===== src/rtl/ppu_fetch_gen.sv =====
// ppu_fetch_gen: stands in for the 2C02 on the PPU bus. It walks the dot/line
// raster and issues the nametable, attribute, background pattern and sprite
// pattern fetches at NES dot timing, so that mapper snooping logic sees
// realistic bus traffic. Outputs describe the dot currently shown on dot/line.
module ppu_fetch_gen #(
   parameter int LINES     = 262,
   parameter int DOTS      = 341,
   parameter int VIS_LINES = 240,
   parameter int ODD_SKIP  = 1
) (
   input  logic        clk,
   input  logic        map_rst,
   input  logic        dot_ce,
   input  logic        bg_on,
   input  logic        spr_on,
   input  logic        bg_pt,
   input  logic        spr_pt,
   input  logic [14:0] scroll_t,
   input  logic [7:0]  ppu_din,
   output logic [13:0] ppu_addr,
   output logic        ppu_oe,
   output logic        vblank,
   output logic [8:0]  dot,
   output logic [8:0]  line
);

   localparam logic [8:0] DotLast    = 9'(DOTS - 1);
   localparam logic [8:0] SkipDot    = 9'(DOTS - 2);
   localparam logic [8:0] LineLast   = 9'(LINES - 1);
   localparam logic [8:0] VisLines   = 9'(VIS_LINES);
   localparam logic [8:0] VblankLine = 9'(VIS_LINES + 1);
   localparam logic       SkipEn     = (ODD_SKIP != 0);

   logic [8:0]  dot_q, dot_d;
   logic [8:0]  line_q, line_d;
   logic        odd_q, odd_d;
   logic [14:0] v_q, v_d;
   logic [7:0]  tile_q, tile_d;
   logic [13:0] addr_q, addr_d;
   logic        oe_q, oe_d;
   logic        vblank_q, vblank_d;

   logic render;
   logic curFetchLine;
   logic nextFetchLine;
   logic curBgWindow;
   logic nextBgWindow;

   assign render        = bg_on | spr_on;
   assign curFetchLine  = (line_q < VisLines) || (line_q == LineLast);
   assign nextFetchLine = (line_d < VisLines) || (line_d == LineLast);
   assign curBgWindow   = ((dot_q >= 9'd1) && (dot_q <= 9'd256)) ||
                          ((dot_q >= 9'd321) && (dot_q <= 9'd336));
   assign nextBgWindow  = ((dot_d >= 9'd1) && (dot_d <= 9'd256)) ||
                          ((dot_d >= 9'd321) && (dot_d <= 9'd336));

   // Raster position of the next dot, including the shortened pre-render
   // line on odd frames while rendering.
   always_comb begin
      dot_d  = dot_q;
      line_d = line_q;
      odd_d  = odd_q;
      if (SkipEn && render && odd_q && (line_q == LineLast) && (dot_q == SkipDot)) begin
         dot_d  = 9'd0;
         line_d = 9'd0;
         odd_d  = ~odd_q;
      end else if (dot_q == DotLast) begin
         dot_d = 9'd0;
         if (line_q == LineLast) begin
            line_d = 9'd0;
            odd_d  = ~odd_q;
         end else begin
            line_d = line_q + 9'd1;
         end
      end else begin
         dot_d = dot_q + 9'd1;
      end
   end

   // Vertical blank flag follows the position being entered, so it rises
   // exactly when dot 1 of the first vblank line is shown.
   always_comb begin
      vblank_d = vblank_q;
      if ((dot_d == 9'd1) && (line_d == VblankLine)) begin
         vblank_d = 1'b1;
      end
      if ((dot_d == 9'd1) && (line_d == LineLast)) begin
         vblank_d = 1'b0;
      end
   end

   // End-of-dot effects of the current dot: tile capture on the NT read
   // strobe (dots ending in 3'b010 of a background group) and the scroll
   // register increments/copies. Results feed the next dot's address.
   always_comb begin
      v_d    = v_q;
      tile_d = tile_q;
      if (render && curFetchLine) begin
         if (curBgWindow && (dot_q[2:0] == 3'd2)) begin
            tile_d = ppu_din;
         end
         if (((dot_q[2:0] == 3'd0) && (dot_q != 9'd0) && (dot_q <= 9'd256)) ||
             (dot_q == 9'd328) || (dot_q == 9'd336)) begin
            if (v_d[4:0] == 5'd31) begin
               v_d[4:0] = 5'd0;
               v_d[10]  = ~v_d[10];
            end else begin
               v_d[4:0] = v_d[4:0] + 5'd1;
            end
         end
         if (dot_q == 9'd256) begin
            if (v_d[14:12] != 3'd7) begin
               v_d[14:12] = v_d[14:12] + 3'd1;
            end else begin
               v_d[14:12] = 3'd0;
               if (v_d[9:5] == 5'd29) begin
                  v_d[9:5] = 5'd0;
                  v_d[11]  = ~v_d[11];
               end else if (v_d[9:5] == 5'd31) begin
                  v_d[9:5] = 5'd0;
               end else begin
                  v_d[9:5] = v_d[9:5] + 5'd1;
               end
            end
         end
         if (dot_q == 9'd257) begin
            v_d[10]  = scroll_t[10];
            v_d[4:0] = scroll_t[4:0];
         end
         if ((line_q == LineLast) && (dot_q >= 9'd280) && (dot_q <= 9'd304)) begin
            v_d[14:11] = scroll_t[14:11];
            v_d[9:5]   = scroll_t[9:5];
         end
      end
   end

   // Bus request for the next dot. Odd dots present a new address, even dots
   // keep it and pull the strobe low. Because every window starts on an odd
   // dot and 256 is a multiple of 8, dot[2:1] selects the slot in both the
   // background and sprite groups.
   always_comb begin
      addr_d = addr_q;
      oe_d   = 1'b1;
      if (render && nextFetchLine && (dot_d != 9'd0)) begin
         if (!dot_d[0]) begin
            oe_d = 1'b0;
         end else if (nextBgWindow) begin
            case (dot_d[2:1])
               2'd0:    addr_d = {2'b10, v_d[11:0]};
               2'd1:    addr_d = {2'b10, v_d[11:10], 4'b1111, v_d[9:7], v_d[4:2]};
               2'd2:    addr_d = {1'b0, bg_pt, tile_d, 1'b0, v_d[14:12]};
               default: addr_d = {1'b0, bg_pt, tile_d, 1'b1, v_d[14:12]};
            endcase
         end else if (dot_d <= 9'd320) begin
            case (dot_d[2:1])
               2'd2:    addr_d = {1'b0, spr_pt, 8'hFF, 1'b0, 3'b000};
               2'd3:    addr_d = {1'b0, spr_pt, 8'hFF, 1'b1, 3'b000};
               default: addr_d = {2'b10, v_d[11:0]};
            endcase
         end else begin
            addr_d = {2'b10, v_d[11:0]};
         end
      end
   end

   // All state advances together, one PPU dot per enabled clock.
   always_ff @(posedge clk or posedge map_rst) begin
      if (map_rst) begin
         dot_q    <= 9'd0;
         line_q   <= 9'd0;
         odd_q    <= 1'b0;
         v_q      <= 15'd0;
         tile_q   <= 8'd0;
         addr_q   <= 14'd0;
         oe_q     <= 1'b1;
         vblank_q <= 1'b0;
      end else if (dot_ce) begin
         dot_q    <= dot_d;
         line_q   <= line_d;
         odd_q    <= odd_d;
         v_q      <= v_d;
         tile_q   <= tile_d;
         addr_q   <= addr_d;
         oe_q     <= oe_d;
         vblank_q <= vblank_d;
      end
   end

   assign dot      = dot_q;
   assign line     = line_q;
   assign ppu_addr = addr_q;
   assign ppu_oe   = oe_q;
   assign vblank   = vblank_q;

endmodule


===== config.mk =====
export PLATFORM = sky130hd
export DESIGN_NAME = ppu_fetch_gen
export DESIGN_NICKNAME = d
export VERILOG_FILES = /design/src/rtl/ppu_fetch_gen.sv
export SDC_FILE = /design/constraint.sdc
export NUM_CORES = 1
export LEC_CHECK = 0
export CAP_MARGIN = 5
export CORE_MARGIN = 2
export CORE_UTILIZATION = 70
export CTS_CLUSTER_SIZE = 25
export DETAILED_ROUTE_END_ITERATION = 7
export DONT_BUFFER_PORTS = 1
export PLACE_DENSITY = 0.91
export REMOVE_ABC_BUFFERS = 1
export SETUP_SLACK_MARGIN = 0.3
export SYNTH_ARGS = -nofsm -noshare
export SYNTH_HDL_FRONTEND = slang
export SYNTH_SLANG_ARGS = --single-unit
export TNS_END_PERCENT = 30

===== constraint.sdc =====
create_clock -name clk -period 6.4 [get_ports clk]
set_input_delay 0.96 -clock clk [delete_from_list [all_inputs] [get_ports clk]]
set_output_delay 0.96 -clock clk [all_outputs]
set_load 0.01 [all_outputs]

### Word level (Yosys, flattened, before mapping)

Cells that the tools add are included.

| word-level totals | value |
|---|---|
| flip-flop bits (word level) | 58 |
| input port bits | 30 |
| word-level logic and storage cells | 116 |

| cells by class | value |
|---|---|
| $add $sub $neg | 5 |
| $lt $le $gt $ge | 13 |
| equal/unequal tests | 18 |
| muxes and demuxes | 35 |
| bitwise logic cells | 4 |
| reduce and logical (&&, ||, !) cells | 33 |

Operator list:

| kind | number |
|---|---|
| equality test 9 bit (second input constant) | 8 |
| <= comparator 9 bit (second input constant) | 6 |
| 2-to-1 mux 9 bit | 5 |
| case mux 14 bit (3 select lines) | 1 |
| 2-to-1 mux 5 bit | 8 |
| 2-to-1 mux 14 bit | 2 |
| case mux 14 bit (2 select lines) | 1 |
| >= comparator 9 bit (second input constant) | 3 |
| adder 9 x 1 -> 9 bit (second input constant) | 2 |
| >= comparator 9 x 1 -> 1 bit (second input constant) | 2 |
| less-than comparator 9 x 8 -> 1 bit (second input constant) | 2 |
| nonzero test 9 bit | 2 |
| logical AND 1 bit | 17 |
| 2-to-1 mux 8 bit | 2 |
| equality test 5 bit (second input constant) | 3 |
| 2-to-1 mux 15 bit | 1 |
| 2-to-1 mux 1 bit | 12 |
| adder 5 x 1 -> 5 bit (second input constant) | 2 |
| equality test 9 x 1 -> 1 bit (second input constant) | 1 |
| equality test 9 x 8 -> 1 bit (second input constant) | 1 |
| 2-to-1 mux 4 bit | 2 |
| logical OR 1 bit | 6 |
| AND reduction 3 bit | 2 |
| nonzero test 2 bit | 3 |
| other kinds (11) | 14 |

### Longest topological paths before layout

| depth | value |
|---|---|
| depth after elaboration | 11 |
| mapped depth | 14 |
| gate-level depth less buffers | 11 |

### Least setup slack after synthesis

OpenSTA, ideal clock, no wires.

| timing path | value |
|---|---|
| kind | register -> register |
| start point | register dot_q[0] (netlist: dot[0]) |
| end point | register addr_q[0] (netlist: ppu_addr[0]) |
| library setup time | 0.125 ns |
| arrival time | 3.131 ns |
| required time | 6.275 ns |
| slack | 3.144 ns |
| stages on the path, launching flop included | 12 |
| clock period less this slack | 3.256 ns |
| cell sequence | dfrtp_1 buf_2 inv_1 ha_1 or4b_2 o22ai_1 o21ai_0 a32o_1 a21oi_1 o21bai_1 o2bb2ai_1 mux2_2 |

| between the ends | value |
|---|---|
| longest elaborated chain between the ends | 11 |

RTL lines:

| what | line | source |
|---|---|---|
| start: declaration | 34 | `logic [8:0] dot_q, dot_d;` |
| start signal: assignment | 178 | `dot_q <= dot_d;` |
| branches (longest 11 deep; another with adder 9 x 1 -> 9 bit) | -- |  |
| end signal: assignment | 183 | `addr_q <= addr_d;` |
| end: declaration | 39 | `logic [13:0] addr_q, addr_d;` |

Several ways; the timed one is not identified.
A chain may end at the register's enable or synchronous reset.

### Worst setup path in the final report

Ends and elaborated chain as after synthesis.

==> results.json <==
{
  "status": "complete, no violations",
  "wl_per_cell_um": 21.01,
  "nets": 525,
  "holdPathEnd": "odd_q",
  "rsz0062_at_grt": "no",
  "leakagePower_nw": 1.830,
  "drtAntennaViolNets": 0,
  "core_um2": 5886,
  "final_common_cell": "dfrtp_1",
  "finalCriticalPeriod_ns": 3.811,
  "grt_first_pass_wirelength_mm": 18.37,
  "hold_violations": 0,
  "hold_depth": 1,
  "syn_area_um2": 4232,
  "start_util": 0.7190,
  "routed_via_density": 7.269,
  "seqPwrFrac": 0.399,
  "syn_inst": 499,
  "pwr_density_cell_nw_per_um2": 388.1,
  "gp_congestion": 0.9172,
  "io_pins": 64,
  "firstDrtPassIters": 5,
  "drv_slew": 0,
  "n_antenna_cell": 0,
  "final_cell_mix": "57 x dfrtp_1, 53 x nand2_1, 42 x nor2_1, 34 x o21ai_0, 34 x a21oi_1",
  "synth_seq_cells": 58,
  "ctsResizeCount": 0,
  "first_iter_violations": 411,
  "power_mw": 1.698,
  "timing.slew.headroom": 0.2182,
  "cts_buffer_depth": 2,
  "worstSetupPathType": "reg -> reg",
  "row_count": 28,
  "die_y_um": 81.75,
  "synth-edff-count": 0,
  "hp-class": "reg -> reg",
  "tightest_slew_ns": 1.172,
  "synthTopCellsByArea": "dfrtp_1 34%, nand2_1 4.7%, a21oi_1 4.0%, o21ai_0 4.0%, ha_1 3.8%",
  "finalSetupViolCount": 0,
  "numCtsBuffers": 9,
  "root_buffer": "clkbuf_8",
  "htreeDepth": 3,
  "grt_max_degree": 53,
  "cts_tree": "done",
  "crit_fanout": 12,
  "post_cts_buffers": 0,
  "cp_data_arrival_time_ns": 4.05,
  "fillCellCount": 441,
  "grt_overflow": 0,
  "grt_pass1_vias": 3784,
  "clkPwrFrac": 0.186,
  "ir_worst_vdd_v": 0.0002122,
  "synth_ff_type": "dfrtp_1",
  "dieArea_um2": 6683,
  "wirelength_mm": 11.81,
  "yosysSeqAreaShare": 0.3433,
  "area_delta_synth_final_pct": 3.371,
  "min_period_over_period": 0.5954,
  "via_count": 4085,
  "internal_power_uw": 922.8,
  "grt.total_usage": 0.3606,
  "rr_worst_depth": 10,
  "worstPathRequired_ns": 6.64,
  "fin_worst_skew_ns": 0.01642,
  "grt_antenna_before_repair": 0,
  "r2r_end": "ppu_addr[0]",
  "yosysTopAreaCell": "dfrtp_1",
  "cts.clk_slew.worst_paths_ns": 0.07,
  "cap_violations": 0,
  "dp_hpwl_mm": 8.245,
  "start_kind": "register",
  "max_freq_ghz": 0.2624,
  "switching_power_uw": 774.8,
  "ff2ff_setup_slack_ns": 2.59,
  "yosys_warnings": 0,
  "min_from": "odd_q",
  "async_reset_ff_frac": 1.000,
  "die_x_um": 81.75,
  "cts.sinks": 58,
  "yosysUniqueCellTypes": 72,
  "rr_startpoint": "dot[0]",
  "drc": 0,
  "drive_above_1_share": 0.09240,
  "cp-end-kind": "register",
  "power_switching_share": 0.4564,
  "port_buffers": 0,
  "syn_area_per_cell_um2": 8.480,
  "cts_hold_buf": 0,
  "tns_ns": 0,
  "clkLatencyLatePin_ns": 0.36,
  "synth_top_area_frac": 0.3371,
  "combPwrFrac": 0.415
}
[cell families (layout without fill, tap and decap cells)]
| group | count (synthesis) | count (layout) | share of synthesized area |
|---|---|---|---|
| and+or+nand+nor | 180 | 180 | 0.2224 |
| buffers and inverters | 48 | 36 | 0.05027 |
| DFF | 58 | 58 | 0.3433 |
| muxes | 21 | 21 | 0.05263 |
| xor gates and xnor gates | 16 | 16 | 0.03312 |
| AOI/OAI and AO/OA | 163 | 163 | 0.2599 |
| adders and majority gates | 13 | 13 | 0.03844 |
[flip-flops by register name, summed over array words and instances (netlist names)]
name      flops
dot           9
line          9
odd_q         1
ppu_addr     14
ppu_oe        1
tile_q        8
v_q          15
vblank        1
[power by group through the flow]
| stage | Combinational (mW) | Clock, mW | Sequential (mW) |
|---|---|---|---|
| CTS | 0.686 | 0.312 | 0.671 |
| global route | 0.770 | 0.334 | 0.696 |
| detailed placement | 0.682 | 0 | 0.675 |
| floorplan | 0.535 | 0 | 0.627 |
| finish | 0.705 | 0.315 | 0.677 |
| global placement | 0.652 | 0 | 0.669 |
[cell type report]
cell class,instances,area (um2),share of cell area
Multi-Input combinational cell,393,2566,0.5867
Sequential cell,58,1453,0.3321
Clock buffer,10,137.6,0.03146
Tap cell,75,93.84,0.02145
Inverter,18,67.56,0.01545
Clock inverter,6,41.29,0.009439
Timing Repair Buffer,2,15.01,0.003432
[synth_stat cells, drive strengths merged, types with 4 or more instances]
| master | count |
|---|---|
| a21oi | 34 |
| o22ai | 9 |
| a2bb2oi | 5 |
| nor2b | 5 |
| o31ai | 4 |
| clkbuf | 16 |
| nor3 | 13 |
| o2bb2ai | 7 |
| xor2 | 5 |
| dfrtp | 57 |
| and2 | 4 |
| buf | 14 |
| nor4 | 4 |
| nor2 | 42 |
| mux2i | 11 |
| nand3 | 16 |
| nand4 | 13 |
| ha | 13 |
| a21o | 8 |
| o21bai | 6 |
| inv | 18 |
| nand2 | 53 |
| o21ai | 38 |
| mux2 | 10 |
| a31oi | 10 |
| a22oi | 4 |
| nand2b | 4 |
| xnor2 | 11 |
| and3 | 5 |
| o211ai | 4 |
[per-layer routing]
metal,track usage,vias up,wire [um]
met3,0.08681,40,1085
met5,0,-,0
met1,0.4698,1949,4922
met2,0.5707,270,5484
met4,0.1583,0,315
li1,-,1826,-
[worst max-delay path, stage by stage (launching register included)]
cell,delay [ns]
dfrtp_1,0.60
inv_1,0.14
ha_1,0.43
or4b_2,0.64
o22ai_1,0.41
a31oi_1,0.15
o22ai_1,0.17
a31oi_1,0.26
o21bai_1,0.48
o2bb2ai_1,0.13
mux2_2,0.27
[worst max-delay path by stage]
stage	from	slack, ns	to
final	dot[0]	2.59	ppu_addr[0]
after global routing	dot[0]	2.34	ppu_addr[1]
after CTS	dot[0]	2.62	ppu_addr[0]
after detailed placement	dot[0]	2.63	ppu_addr[0]
after global placement	dot[0]	2.79	ppu_addr[0]
after floorplan	dot[0]	3.16	ppu_addr[0]
[stage by stage]
step | setup WS, ns | hold slack, ns | cells | util | instance area [um2]
finish | 2.589 | 0.4803 | 562 | 0.7432 | 4374
global route | 2.344 | 0.5006 | 562 | 0.7432 | 4374
CTS | 2.620 | 0.4778 | 562 | 0.7432 | 4374
detailed placement | 2.634 | 0.4652 | 546 | 0.7128 | 4195
global placement | 2.788 | 0.4610 | 546 | 0.7128 | 4195
floorplan | 3.164 | 0.4449 | 469 | - | 4086
Power figures use the tool's default switching activity.
